## config.mk

```make
export PLATFORM = sky130hd
export DESIGN_NAME = tt_um_dev_parity_tx_flat
export DESIGN_NICKNAME = d
export VERILOG_FILES = /design/src/rtl/tt_um_dev_parity_tx_if.sv /design/src/rtl/tt_um_dev_parity_tx.sv /design/src/flat_wrapper.sv
export SDC_FILE = /design/constraint.sdc
export NUM_CORES = 1
export LEC_CHECK = 0
export CAP_MARGIN = 20
export CORE_UTILIZATION = 35
export DETAILED_ROUTE_END_ITERATION = 16
export SYNTH_ARGS = -nofsm -noshare
export SYNTH_HDL_FRONTEND = slang
export SYNTH_SLANG_ARGS = --single-unit
```

## constraint.sdc

```tcl
create_clock -name clk -period 1.9 [get_ports clk]
set_input_delay 0.38 -clock clk [delete_from_list [all_inputs] [get_ports clk]]
set_output_delay 0.38 -clock clk [all_outputs]
set_load 0.01 [all_outputs]
```

## src/rtl/tt_um_dev_parity_tx_if.sv

```systemverilog
// Pin bundle of the parity frame transmitter: dedicated inputs/outputs plus the bidir bank.
// The transmitter takes the slave side, the upstream driver or bench takes the master side.
interface tt_um_dev_parity_tx_if;
    logic       ena;
    logic [7:0] ui_in;
    logic [7:0] uo_out;
    logic [7:0] uio_in;
    logic [7:0] uio_out;
    logic [7:0] uio_oe;

    modport master (
        output ena,
        output ui_in,
        output uio_in,
        input  uo_out,
        input  uio_out,
        input  uio_oe
    );

    modport slave (
        input  ena,
        input  ui_in,
        input  uio_in,
        output uo_out,
        output uio_out,
        output uio_oe
    );
endinterface

```

## src/rtl/tt_um_dev_parity_tx.sv

```systemverilog
// Odd-parity 3-bit frame transmitter: a 4-entry symbol FIFO feeds a free-running 3-cycle frame grid.
// Frame phase FSM:
//   state | meaning
//   PH_B0 | frame bit b0 (d[1]) on tx_ser, frame_start high
//   PH_B1 | frame bit b1 (d[0]) on tx_ser
//   PH_B2 | parity bit on tx_ser; the edge leaving it loads the next frame
module tt_um_dev_parity_tx #(
    parameter int DEPTH = 4
) (
    input  logic                     clk,
    input  logic                     rst_n,
    tt_um_dev_parity_tx_if.slave     bus
);

    typedef enum logic [1:0] {
        PH_B0 = 2'd0,
        PH_B1 = 2'd1,
        PH_B2 = 2'd2
    } phase_t;

    localparam logic [2:0] FULL_COUNT = 3'(DEPTH);

    phase_t     phase;
    logic [2:0] fifo_mem [0:3];
    logic [1:0] wr_ptr;
    logic [1:0] rd_ptr;
    logic [2:0] count;
    logic [2:0] shreg;
    logic       data_frame;
    logic [7:0] frames_sent;

    logic [1:0] d;
    logic       valid;
    logic       err;
    logic       tx_en;
    logic       full;
    logic       empty;
    logic       push;
    logic       pop;
    logic [2:0] head;
    logic       head_par;
    logic       parity_bit;
    logic       tx_ser;
    logic       frame_start;
    logic       unused_pins;

    assign d     = bus.ui_in[1:0];
    assign valid = bus.ui_in[2];
    assign err   = bus.ui_in[3];
    assign tx_en = bus.ui_in[4];

    assign unused_pins = &{1'b0, bus.ena, bus.uio_in, bus.ui_in[7:5]};

    assign full  = (count == FULL_COUNT);
    assign empty = (count == 3'd0);
    assign push  = valid && !full;
    // Pop eligibility uses pre-edge occupancy, so a same-edge push never bypasses the FIFO.
    assign pop   = (phase == PH_B2) && tx_en && !empty;

    assign head       = fifo_mem[rd_ptr];
    assign head_par   = head[1] ^ head[0];
    assign parity_bit = head[2] ? head_par : ~head_par;

    always_ff @(posedge clk or negedge rst_n) begin
        if (!rst_n) begin
            phase       <= PH_B0;
            wr_ptr      <= 2'd0;
            rd_ptr      <= 2'd0;
            count       <= 3'd0;
            shreg       <= 3'b000;
            data_frame  <= 1'b0;
            frames_sent <= 8'd0;
            for (int i = 0; i < 4; i++) begin
                fifo_mem[i] <= 3'b000;
            end
        end else begin
            case (phase)
                PH_B0:   phase <= PH_B1;
                PH_B1:   phase <= PH_B2;
                PH_B2:   phase <= PH_B0;
                default: phase <= PH_B0;
            endcase

            if (push) begin
                fifo_mem[wr_ptr] <= {err, d};
                wr_ptr           <= wr_ptr + 2'd1;
            end

            if (pop) begin
                rd_ptr      <= rd_ptr + 2'd1;
                shreg       <= {parity_bit, head[0], head[1]};
                data_frame  <= 1'b1;
                frames_sent <= frames_sent + 8'd1;
            end else if (phase == PH_B2) begin
                // Idle frame 000 has even parity, so the downstream detector stays quiet.
                shreg      <= 3'b000;
                data_frame <= 1'b0;
            end

            case ({push, pop})
                2'b10:   count <= count + 3'd1;
                2'b01:   count <= count - 3'd1;
                default: count <= count;
            endcase
        end
    end

    always_comb begin
        tx_ser = 1'b0;
        case (phase)
            PH_B0:   tx_ser = shreg[0];
            PH_B1:   tx_ser = shreg[1];
            PH_B2:   tx_ser = shreg[2];
            default: tx_ser = 1'b0;
        endcase
    end

    assign frame_start = (phase == PH_B0);

    assign bus.uo_out  = {count, empty, !full, data_frame, frame_start, tx_ser};
    assign bus.uio_out = frames_sent;
    assign bus.uio_oe  = 8'hFF;

endmodule

```

## src/flat_wrapper.sv

```systemverilog
// flat-port wrapper written by rule: the top's interface ports become plain ports
module tt_um_dev_parity_tx_flat 
#(
    parameter int DEPTH = 4
)
  (clk, rst_n, bus_ena, bus_ui_in, bus_uio_in, bus_uo_out, bus_uio_out, bus_uio_oe);
  tt_um_dev_parity_tx_if bus_i ();
  input  logic clk;
  input  logic rst_n;
  input wire logic [$bits(bus_i.ena)-1:0] bus_ena;
  input wire logic [$bits(bus_i.ui_in)-1:0] bus_ui_in;
  input wire logic [$bits(bus_i.uio_in)-1:0] bus_uio_in;
  output wire logic [$bits(bus_i.uo_out)-1:0] bus_uo_out;
  output wire logic [$bits(bus_i.uio_out)-1:0] bus_uio_out;
  output wire logic [$bits(bus_i.uio_oe)-1:0] bus_uio_oe;
  assign bus_i.ena = bus_ena;
  assign bus_i.ui_in = bus_ui_in;
  assign bus_i.uio_in = bus_uio_in;
  assign bus_uo_out = bus_i.uo_out;
  assign bus_uio_out = bus_i.uio_out;
  assign bus_uio_oe = bus_i.uio_oe;
  tt_um_dev_parity_tx #(.DEPTH(DEPTH)) u_core (.clk(clk), .rst_n(rst_n), .bus(bus_i));
endmodule
```

* After elaboration in Yosys (flattened, before gate mapping) *
Cells that the tools add are included.
W data, S select, Z words.

storage, ports and cells
  register bits = 33
  bits of input ports = 19
  output and inout port bits = 24
  logic and storage cells = 52

cells by class
  $add $sub $neg = 5
  order comparisons = 3
  equality and inequality tests = 5
  mux-type cells = 14
  bitwise gates (word level) = 4
  reduce and logical (&&, ||, !) cells = 10

operators by type and width
  cell                   number
  $mux W3                5
  $bwmux W12             1
  $add A8 B1 Y8 const B  1
  $bmux W3 S2            1
  $demux W3 S2           1
  $ge A3 B3 Y1 const B   2
  $not A2 Y3             2
  $pmux W3 S2            1
  $add A2 B1 Y2 const B  2
  $eq A2 B1 Y1 const B   2
  $eq A2 B2 Y1 const B   2
  $logic_and A1 B1 Y1    4
  $pmux W2 S2            1
  $reduce_bool A2 Y1     2
  $add A3 B1 Y3 const B  1
  $eq A3 B3 Y1 const B   1
  $logic_not A3 Y1       1
  $lt A3 B1 Y1 const B   1
  $mux W1                3
  $pmux W1 S3            1
  $sub A3 B1 Y3 const B  1
  $logic_not A1 Y1       2
  $logic_not A2 Y1       1
  $not A1 Y1             1
  $xor A1 B1 Y1          1

* Logic depth before layout (Yosys ltp) *
Gate-level depths: netlist of run 1.

  depth after elaboration = 8
  mapped depth = 9
  depth with buffers taken out = 9

* Least setup slack after synthesis of run 1 *
Ideal clock, no wire load.

  path type = flip-flop to flip-flop
  start point = register u_core.phase[0]
  end point = register u_core.count[2]
  library setup time = 0.079 ns
  arrival time = 2.010 ns
  required time = 1.821 ns
  path slack = -0.189 ns
  stages on the path, launching flop included = 10
  path buffers = 1
  clock period less this slack = 2.089 ns
  cell sequence = dfrtp_1 > nand2b_1 > nor3b_2 > buf_4 > ha_1 > inv_1 > fa_1 > xor2_1 > nor2_1 > xor2_1

on the way
  word-level cells in the longest chain between the ends = 5
  elaborated cells between the ends (all ways) = 7
  classes of those cells = eq/ne (3); mux (1); reduce/logical (3)

RTL lines
  item                                                      RTL line                    text
  start: declaration                                        tt_um_dev_parity_tx.sv:23   phase_t phase;
  start signal: assignment                                  tt_um_dev_parity_tx.sv:66   phase <= PH_B0;
  start signal: assignment                                  tt_um_dev_parity_tx.sv:78   PH_B0: phase <= PH_B1;
  start signal: assignment                                  tt_um_dev_parity_tx.sv:79   PH_B1: phase <= PH_B2;
  $eq A2 B2 Y1 *                                            tt_um_dev_parity_tx.sv:58   assign pop = (phase == PH_B2) && tx_en && !empty;
  $logic_and A1 B1 Y1 * (2 in a row)                        tt_um_dev_parity_tx.sv:58
  named net u_core.pop                                      tt_um_dev_parity_tx.sv:39   logic pop;
  $eq A2 B1 Y1 / $eq A2 B2 Y1 (equally long branches)       tt_um_dev_parity_tx.sv:100  case ({push, pop})
  $pmux W3 S2 / $reduce_bool A2 Y1 (equally long branches)  n/a
  end signal: assignment                                    tt_um_dev_parity_tx.sv:101  2'b10: count <= count + 3'd1;
  end signal: assignment                                    tt_um_dev_parity_tx.sv:102  2'b01: count <= count - 3'd1;
  end signal: assignment                                    tt_um_dev_parity_tx.sv:103  default: count <= count;
  end: declaration                                          tt_um_dev_parity_tx.sv:27   logic [2:0] count;

The timed path passes the listed nets; every way through them passes the cells marked *.
A chain may end at the register's enable or synchronous reset.

* Worst setup path in the final report of run 1 *
  start point = register u_core.count[0]
  end point = output bus_uo_out[3]

on the way
  word-level cells in the longest chain between the ends = 2

RTL lines
  item              RTL line                    text
  $eq A3 B3 Y1      tt_um_dev_parity_tx.sv:54   assign full = (count == FULL_COUNT);
  $logic_not A1 Y1  tt_um_dev_parity_tx.sv:120  assign bus.uo_out = {count, empty, !full, data_frame, frame_start, tx_ser};
  end: declaration  flat_wrapper.sv:13          output wire logic [$bits(bus_i.uo_out)-1:0] bus_uo_out;

Every way passes these cells.

==> results of run 1 <==
==> layer usage <==
metal  vias to the layer above  track usage [%]
li1                        464                -
met1                       465             15.4
met2                        22             20.2
met3                         8             3.92
met4                         0             8.67
met5                         -                0
==> cells by family (layout without fill, tap and decap cells) <==
family | after synthesis | after routing | synth area share [%]
buf+inv | 20 | 44 | 8.16
mux | 18 | 18 | 14.8
flops | 33 | 33 | 51.3
simple gates | 24 | 24 | 7.92
xor+xnor | 15 | 15 | 8.16
fa+ha+maj | 7 | 7 | 5.91
compound gates | 7 | 7 | 3.57
other cells | 1 | 8 | 0.233
==> critical path, stage by stage (launching register included) <==
cell and delay, ns:
dfrtp_2 0.45, nor2_1 0.18, nand2_1 0.07, clkdlybuf4s50_1 0.47
==> registers in the layout (all words and copies together), names as in the netlist <==
register,flops
u_core.data_frame,1
u_core.rd_ptr,2
u_core.fifo_mem,12
u_core.shreg,3
u_core.bus.uio_out,8
u_core.wr_ptr,2
u_core.count,3
u_core.phase,2
==> through the flow <==
| step | instances | total power [mW] | util [%] |
|---|---|---|---|
| 6_report | 208 | 2.94 | 45.8 |
| 5_1_grt | 208 | 3.16 | 45.8 |
| 4_1_cts | 207 | 2.98 | 45.5 |
| 3_5_place_dp | 200 | 2.43 | 43.5 |
| 3_3_place_gp | 200 | 2.36 | 43.5 |
| 2_1_floorplan | 132 | 2.02 | - |
==> layout make-up <==
cell class                 instances  area, um2
fill                             408       2370
sequential                        33        828
multi-input combinational         79        719
timing repair buffer              31        288
clock buffer                       7       86.3
tap                               52       65.1
inverter                           6       22.5
==> power groups by stage <==
stage	combinational, mW	clock (mW)	sequential (mW)
3_5_place_dp	1.18	0	1.25
6_report	1.15	0.536	1.25
4_1_cts	1.17	0.552	1.25
5_1_grt	1.28	0.583	1.29
3_3_place_gp	1.13	0	1.24
2_1_floorplan	0.798	0	1.23
==> repair_timing <==
| item | 4_1_cts | 5_1_grt |
|---|---|---|
| gates resized for setup | 3 | 4 |
| buffers inserted | 0 | 1 |
| setup endpoints to repair | 3 | 2 |
| pin swaps | 2 | 4 |
==> cells in the mapped netlist <==
cell / n
a21boi_2: 1
a21o_1: 1
a22o_1: 1
a22o_2: 2
and3_1: 1
buf_4: 13
buf_6: 1
conb_1: 1
dfrtp_1: 33
fa_1: 1
ha_1: 6
inv_1: 6
mux2_2: 13
mux2i_1: 2
mux4_1: 1
mux4_2: 2
nand2_1: 9
nand2b_1: 1
nand3_1: 3
nand4_1: 2
nor2_1: 4
nor2b_1: 1
nor3_1: 1
nor3b_2: 1
nor4b_2: 1
o21ai_0: 2
xnor2_1: 9
xor2_1: 6
==> how the worst max path moves through the flow <==
stage	startpoint	to	slack, ns	cells past startpoint
after floorplan	u_core.phase[0]$_DFF_PN0_	u_core.count[2]$_DFFE_PN0P_	-0.02	9
after global placement	bus_ui_in[4]	u_core.count[2]$_DFFE_PN0P_	-0.26	8
after detailed placement	bus_ui_in[4]	u_core.count[2]$_DFFE_PN0P_	-0.28	8
after CTS	bus_ui_in[4]	u_core.count[2]$_DFFE_PN0P_	0.008	8
after global routing	u_core.phase[0]$_DFF_PN0_	u_core.count[2]$_DFFE_PN0P_	-0.03	8
final	u_core.count[0]$_DFFE_PN0P_	bus_uo_out[3]	0.06	3
==> metrics list, run 1 <==
- In this run the cell area measured after placement is 1910 um2.
* Switching component of the power: 965 uW
* Hold bufs inserted after CTS: 0
* Worst hold path stage count: 1
- Setup tns final: 0 ns
- Cells with a size suffix above 1 make up 26.9% of the layout.
* Final-report hold violation count: 0
- Setup slack on the critical path of the routed design comes to 0.0561 ns.
* Site Rows: 24
- Net switching is 32.9% of the power.
- For the worst setup path, the data required time is 1.52 ns.
- The max-slew violation count was 0.
* H-tree depth reported by CTS: 2
* Overflow left after global routing: 0
* Commonest non-fill, non-tap cell in the layout: dfrtp_1
- Maximum operating frequency: 0.542 GHz
- Final-layout worst hold slack: 0.469 ns
- The number of clock buffers added by TritonCTS is 5.
- Die Y: 69.8 um
- Yosys printed 0 warnings.
- Final setup viols: 0
- Uppermost layer routed: met4
- Boundary pin count: 43
- Share of total power in combinational logic: 39.1%
* Worst setup path category: flop to output port
- Category of the worst setup path launch point: flop
- In this run, the number of DRC markers left after iteration 0 of detailed routing was 44.
- Synth Cell Area: 1610 um2
- In the final routed layout, each cell accounts on average for 12.9 um.
* Sequential power share: 42.6%
- Clock skew on the completed layout was measured at 0.00754 ns.
* Half-perimeter wire length of the detailed placement result: 1980 um
- Synth Instances: 125
* Hold path startpoint: u_core.bus.uio_out[7]$_DFFE_PN0P_
- WL met1: 1230 um
- Time the final worst path needs with I/O delays and setup: 1.84 ns
- Mean area per synthesized cell: 12.9 um2
- Worst hold path endpoint: u_core.bus.uio_out[7]$_DFFE_PN0P_
* Minimum setup slack among reg-to-reg paths: 0.09 ns
- All-Layer GR Usage: 13.0%
* Startpoint of the worst-slack reg-to-reg timing path: u_core.phase[0]$_DFF_PN0_
* Worst ir drop on vdd: 512 uV
* Number of optimization iterations in the first detailed-route pass: 3
* Total Wirelength: 2680 um
- Number of cells on the worst reg-to-reg path: 8
- The total area inside the core boundary comes to 4380 um2.
- Hold/Removal Path Class: flop to flop
- Summing all non-filler instances in the final layout gives an area of 2010 um2.
- Leakage power summed over all cells: 0.906 nW
* Internal power component: 1.97 mW
- DRC errors left: 0
- The die covers 4880 um2.
- Endpoint of the lowest-slack register-to-register path: u_core.count[2]$_DFFE_PN0P_
* Effective utilization at floorplan: 36.7%
- Port bufs: 22
* Worst-path maximum fanout: 5
- Fraction of synthesized cell area taken by the top area cell type: 51.3%
- Number of antenna violations at the first check in global routing: 0
- The root buffer cell chosen for the clock tree is clkbuf_8.
* Clock Latency Late Sink: 0.29 ns
- Wire length of the first global-routing pass: 4730 um
- GPL Wtd Cong: 0.766
- DP Worst Slack: -0.281 ns
* Max-cap check violation count: 0
- Detailed routing inserted a total of 959 vias.
- Post-synthesis sequential area ratio: 51.3%
- Number of vias per cell after detailed routing: 4.61
- Dividing the final minimum period by the clock period gives 97.0%.
* Element type at the critical path end: output port
* Antenna diode count: 0
- Power spread over the standard cell area amounts to 1460 nW/um2.
- Arrival time of the worst setup path: 1.46 ns
- Die Span X: 69.8 um
* Post-layout nets: 182
- Clk network pwr share: 18.3%
- Wire segments on met2 add up to 1260 um in the final route.
- Top cell type by total area after synthesis: dfrtp_1
- In this run, synthesis produced a sequential element count of 33.
- Clock input transition at the sequential cells of the worst setup and hold paths: 0.07 ns
- Maximum number of pins on one net before global-route repair: 34
- Synth area leaders: dfrtp_1, mux2_2, buf_4, xnor2_1, ha_1
* Detail Route met3 WL: 112 um
- The detail route stage leaves a number of antenna-violating nets equal to 0.
- The number of global-route vias before repair is 986.
* Synthesis-to-layout area growth: 24.8%
* Most used cells in the layout excluding fill and tap cells: dfrtp_1, clkdlybuf4s50_1, mux2_2
* Setup repair after global routing missed its margin: true
- TritonCTS built the clock tree.
- The clock net in this run drives a total of 33 sinks.
* Maximum root-to-sink buffer count: 2
* Unique cell type count in the Yosys netlist: 28
- The run finished with clean final reports.
Power figures use the tool's default switching activity.
==> run 2, diff against run 1 <==
- CORE_MARGIN: default -> 8
==> metrics list, run 2 (synthesized netlist as in run 1, its figures left out) <==
- The aggregate global routing overflow was 0 (unchanged).
- The count of antenna-violating nets left after detailed routing is 0 (unchanged).
* Hold/Removal Path Class: flop to flop (unchanged)
- The part of the power in the clock network was 17.3% (was 18.3%).
- Die Y: 83.8 um (was 69.8 um)
* GPL Wtd Cong: 0.720 (was 0.766)
- The total number of placement rows came to 24 (unchanged).
- Post-layout nets: 181 (was 182)
- Worst hold path stage count: 1 (unchanged)
* Critical path data required time: 1.52 ns (about the same)
- Outcome: complete, no violations (unchanged).
- The data arrival time at the worst-slack endpoint is 1.47 ns (was 1.46 ns).
- The final routed DRC violation total is 0 (unchanged).
- Root buf cell: clkbuf_8 (unchanged)
- Antenna diode count: 0 (unchanged)
- The total detailed-routing wirelength is 2910 um (was 2680 um).
- Number of optimization iterations in the first detailed-route pass: 4 (was 3)
- The number of antenna violations at the first check in global routing was 0 (unchanged).
* Vias in the first global route: 1066 (was 986)
- Final-layout worst hold slack: 0.469 ns (about the same)
- Dominant delay contributor by cell family on the critical path: buffers and inverters (unchanged)
- The die width came to 83.8 um (was 69.8 um).
* Sink count of the clock tree: 33 (unchanged)
- The max-slew violation count came to 0 (unchanged).
* Critical Path Stages: 3 (unchanged)
* Worst ir drop on vdd: 715 uV (was 512 uV)
* Std-Cell Core Area: 4380 um2 (unchanged)
- Number of buffers and inverters on the critical path: 1 (unchanged)
* Maximum root-to-sink buffer count: 2 (unchanged)
- Leakage power summed over all cells: 0.919 nW (was 0.906 nW)
- The I/O pin total was 43 (unchanged).
- The area occupied by multi-input gates was 722 um2 (was 719 um2).
- The most common cell after layout, fill and taps aside was dfrtp_1 (unchanged).
- The global-route wire length before repair is 5130 um (was 4730 um).
* Hold bufs inserted after CTS: 0 (unchanged)
- The register area came to 830 um2 (was 828 um2).
* Final setup viols: 0 (unchanged)
- Setup repair after global routing missed its margin: false (was true)
* Max FFs per register: 12 (unchanged)
- Worst setup path category: flop to output port (unchanged)
- The type of element capturing the critical path is an output port (unchanged).
* Number of DRC markers in iteration 0: 20 (was 44)
- Num CTS Buffers: 5 (unchanged)
* Synthesis-to-layout area growth: 24.5% (was 24.8%)
- The initial standard-cell utilization of the core came to 36.7% (unchanged).
* Maximum operating frequency: 0.540 GHz (was 0.542 GHz)
* Share of post-route cells with drive strength above 1: 28.2% (was 26.9%)
- Clock input transition at the sequential cells of the worst setup and hold paths: 0.06 ns (was 0.07 ns)
- H-tree depth reported by CTS: 2 (unchanged)
* Net Sw Frac: 33.6% (was 32.9%)
- Average wire length per cell after detail routing: 14.0 um (was 12.9 um)
- The internal power of the cells was 1.94 mW (was 1.97 mW).
- The HPWL after detailed placement is 2190 um (was 1980 um).
* Power Density: 1450 nW/um2 (was 1460 nW/um2)
* Clock Latency Late Sink: 0.29 ns (about the same)
- The largest net degree at the start of global routing came to 34 (unchanged).
- The part of the power in registers is 43.3% (was 42.6%).
- The proportion of power drawn by combinational gates was 39.4% (was 39.1%).
- Cell Chain, Critical Path: nor2_2 -> nand2_1 -> clkdlybuf4s50_1 (was nor2_1 -> nand2_1 -> clkdlybuf4s50_1)
- The hold violation total from the final report came to 0 (unchanged).
* Max-cap check violation count: 0 (unchanged)
- The maximum fanout count along the critical path came to 5 (unchanged).
* Top register by number of flip-flops: u_core.fifo_mem (unchanged)
- DIE AREA: 7030 um2 (was 4880 um2)
- The filler cell count is 406 (was 408).
- Port bufs: 22 (unchanged)
- Clock tree from TritonCTS: yes (unchanged)
* Overall power after layout: 2.91 mW (was 2.94 mW)
* Number of cells on the worst reg-to-reg path: 9 (was 8)
- The number of vias in the routed layout is 973 (was 959).
- The shortest clock period the worst path allows after layout was 1.85 ns (was 1.84 ns).
- CP max stage delay: 0.48 ns (was 0.47 ns)
- Number of vias per cell after detailed routing: 4.68 (was 4.61)
- The post-route fraction of the period consumed by the critical path was 97.4% (was 97.0%).
- Switching component of the power: 978 uW (was 965 uW)
- The total routing usage reported by global routing is 9.17% (was 13.0%).
* Most used cells in the layout excluding fill and tap cells: dfrtp_1, clkdlybuf4s50_1, mux2_2 (unchanged)
- The maximum clock skew at final layout came to 0.00561 ns (was 0.00754 ns).
* Critical-path cell with the highest stage delay: clkdlybuf4s50_1 (unchanged)
- Category of the worst setup path launch point: flop (unchanged)
## run 2: worst register-to-register path, cell delays in order, from the launching register on
cell and delay, ns:
dfrtp_2 0.46, nor2_2 0.18, a21boi_2 0.09, inv_1 0.09
ha_4 0.14, inv_2 0.04, fa_2 0.32, xor2_1 0.14
nor2_1 0.11, xor2_1 0.14
## run 2: layout make-up
| cell class | instances | area share [%] |
|---|---|---|
| clock buffers | 6 | 3.62 |
| clock inverters | 2 | 0.499 |
| inverters | 6 | 1.12 |
| multi-input cells | 79 | 36.0 |
| flip-flops and latches | 33 | 41.4 |
| well taps | 52 | 3.25 |
| repair buffers | 30 | 14.1 |
## run 2: per-layer routing
layer  track usage [%]  vias up  part of all wire [%]
li1                  -      460                     -
met5                 0        -                     0
met1              10.7      482                    46
met4              5.65        0                   2.6
met2              13.8       23                    46
met3              3.52        8                   5.6
## run 2: power by group through the flow
stage	logic (mW)	clock network, mW	registers (mW)
floorplan	0.798	0	1.23
global placement	1.14	0	1.23
detailed placement	1.18	0	1.25
CTS	1.18	0.524	1.26
global route	1.27	0.557	1.31
finish	1.15	0.504	1.26
## run 2: through the flow
stage	cell area (um2)	utilization, %	instances	worst slack, ns	TNS (ns)
2_1_floorplan	1670	-	132	-0.0218	-0.0218
3_3_place_gp	1900	43.3	199	-0.263	-0.384
3_5_place_dp	1900	43.3	199	-0.242	-0.361
4_1_cts	1990	45.3	207	0.0332	0
5_1_grt	2000	45.7	208	0.00524	0
6_report	2000	45.7	208	0.0491	0
## run 2: what timing repair did
item                       CTS  global route
gates resized for setup      4             6
pin swaps                    1             4
buffers inserted             0             1
setup endpoints to repair    2             3
hold endpoints to repair     0             0
## run 2: worst paths after layout
path	to	from	slack (ns)
max	bus_uo_out[3]	u_core.count[0]$_DFFE_PN0P_	0.05
min	u_core.bus.uio_out[7]$_DFFE_PN0P_	u_core.bus.uio_out[7]$_DFFE_PN0P_	0.47
max reg2reg	u_core.count[2]$_DFFE_PN0P_	u_core.count[0]$_DFFE_PN0P_	0.12
min reg2reg	u_core.bus.uio_out[7]$_DFFE_PN0P_	u_core.bus.uio_out[7]$_DFFE_PN0P_	0.47
max in group asynchronous	u_core.count[0]$_DFFE_PN0P_	rst_n	1.08
min in group asynchronous	u_core.fifo_mem[10]$_DFFE_PN0P_	rst_n	0.50
==> run 3, diff against run 2 <==
- GPL_ROUTABILITY_DRIVEN: default -> 0
==> results of run 3 <==
No change in the layout: final DEF, timing and power equal those of run 2.
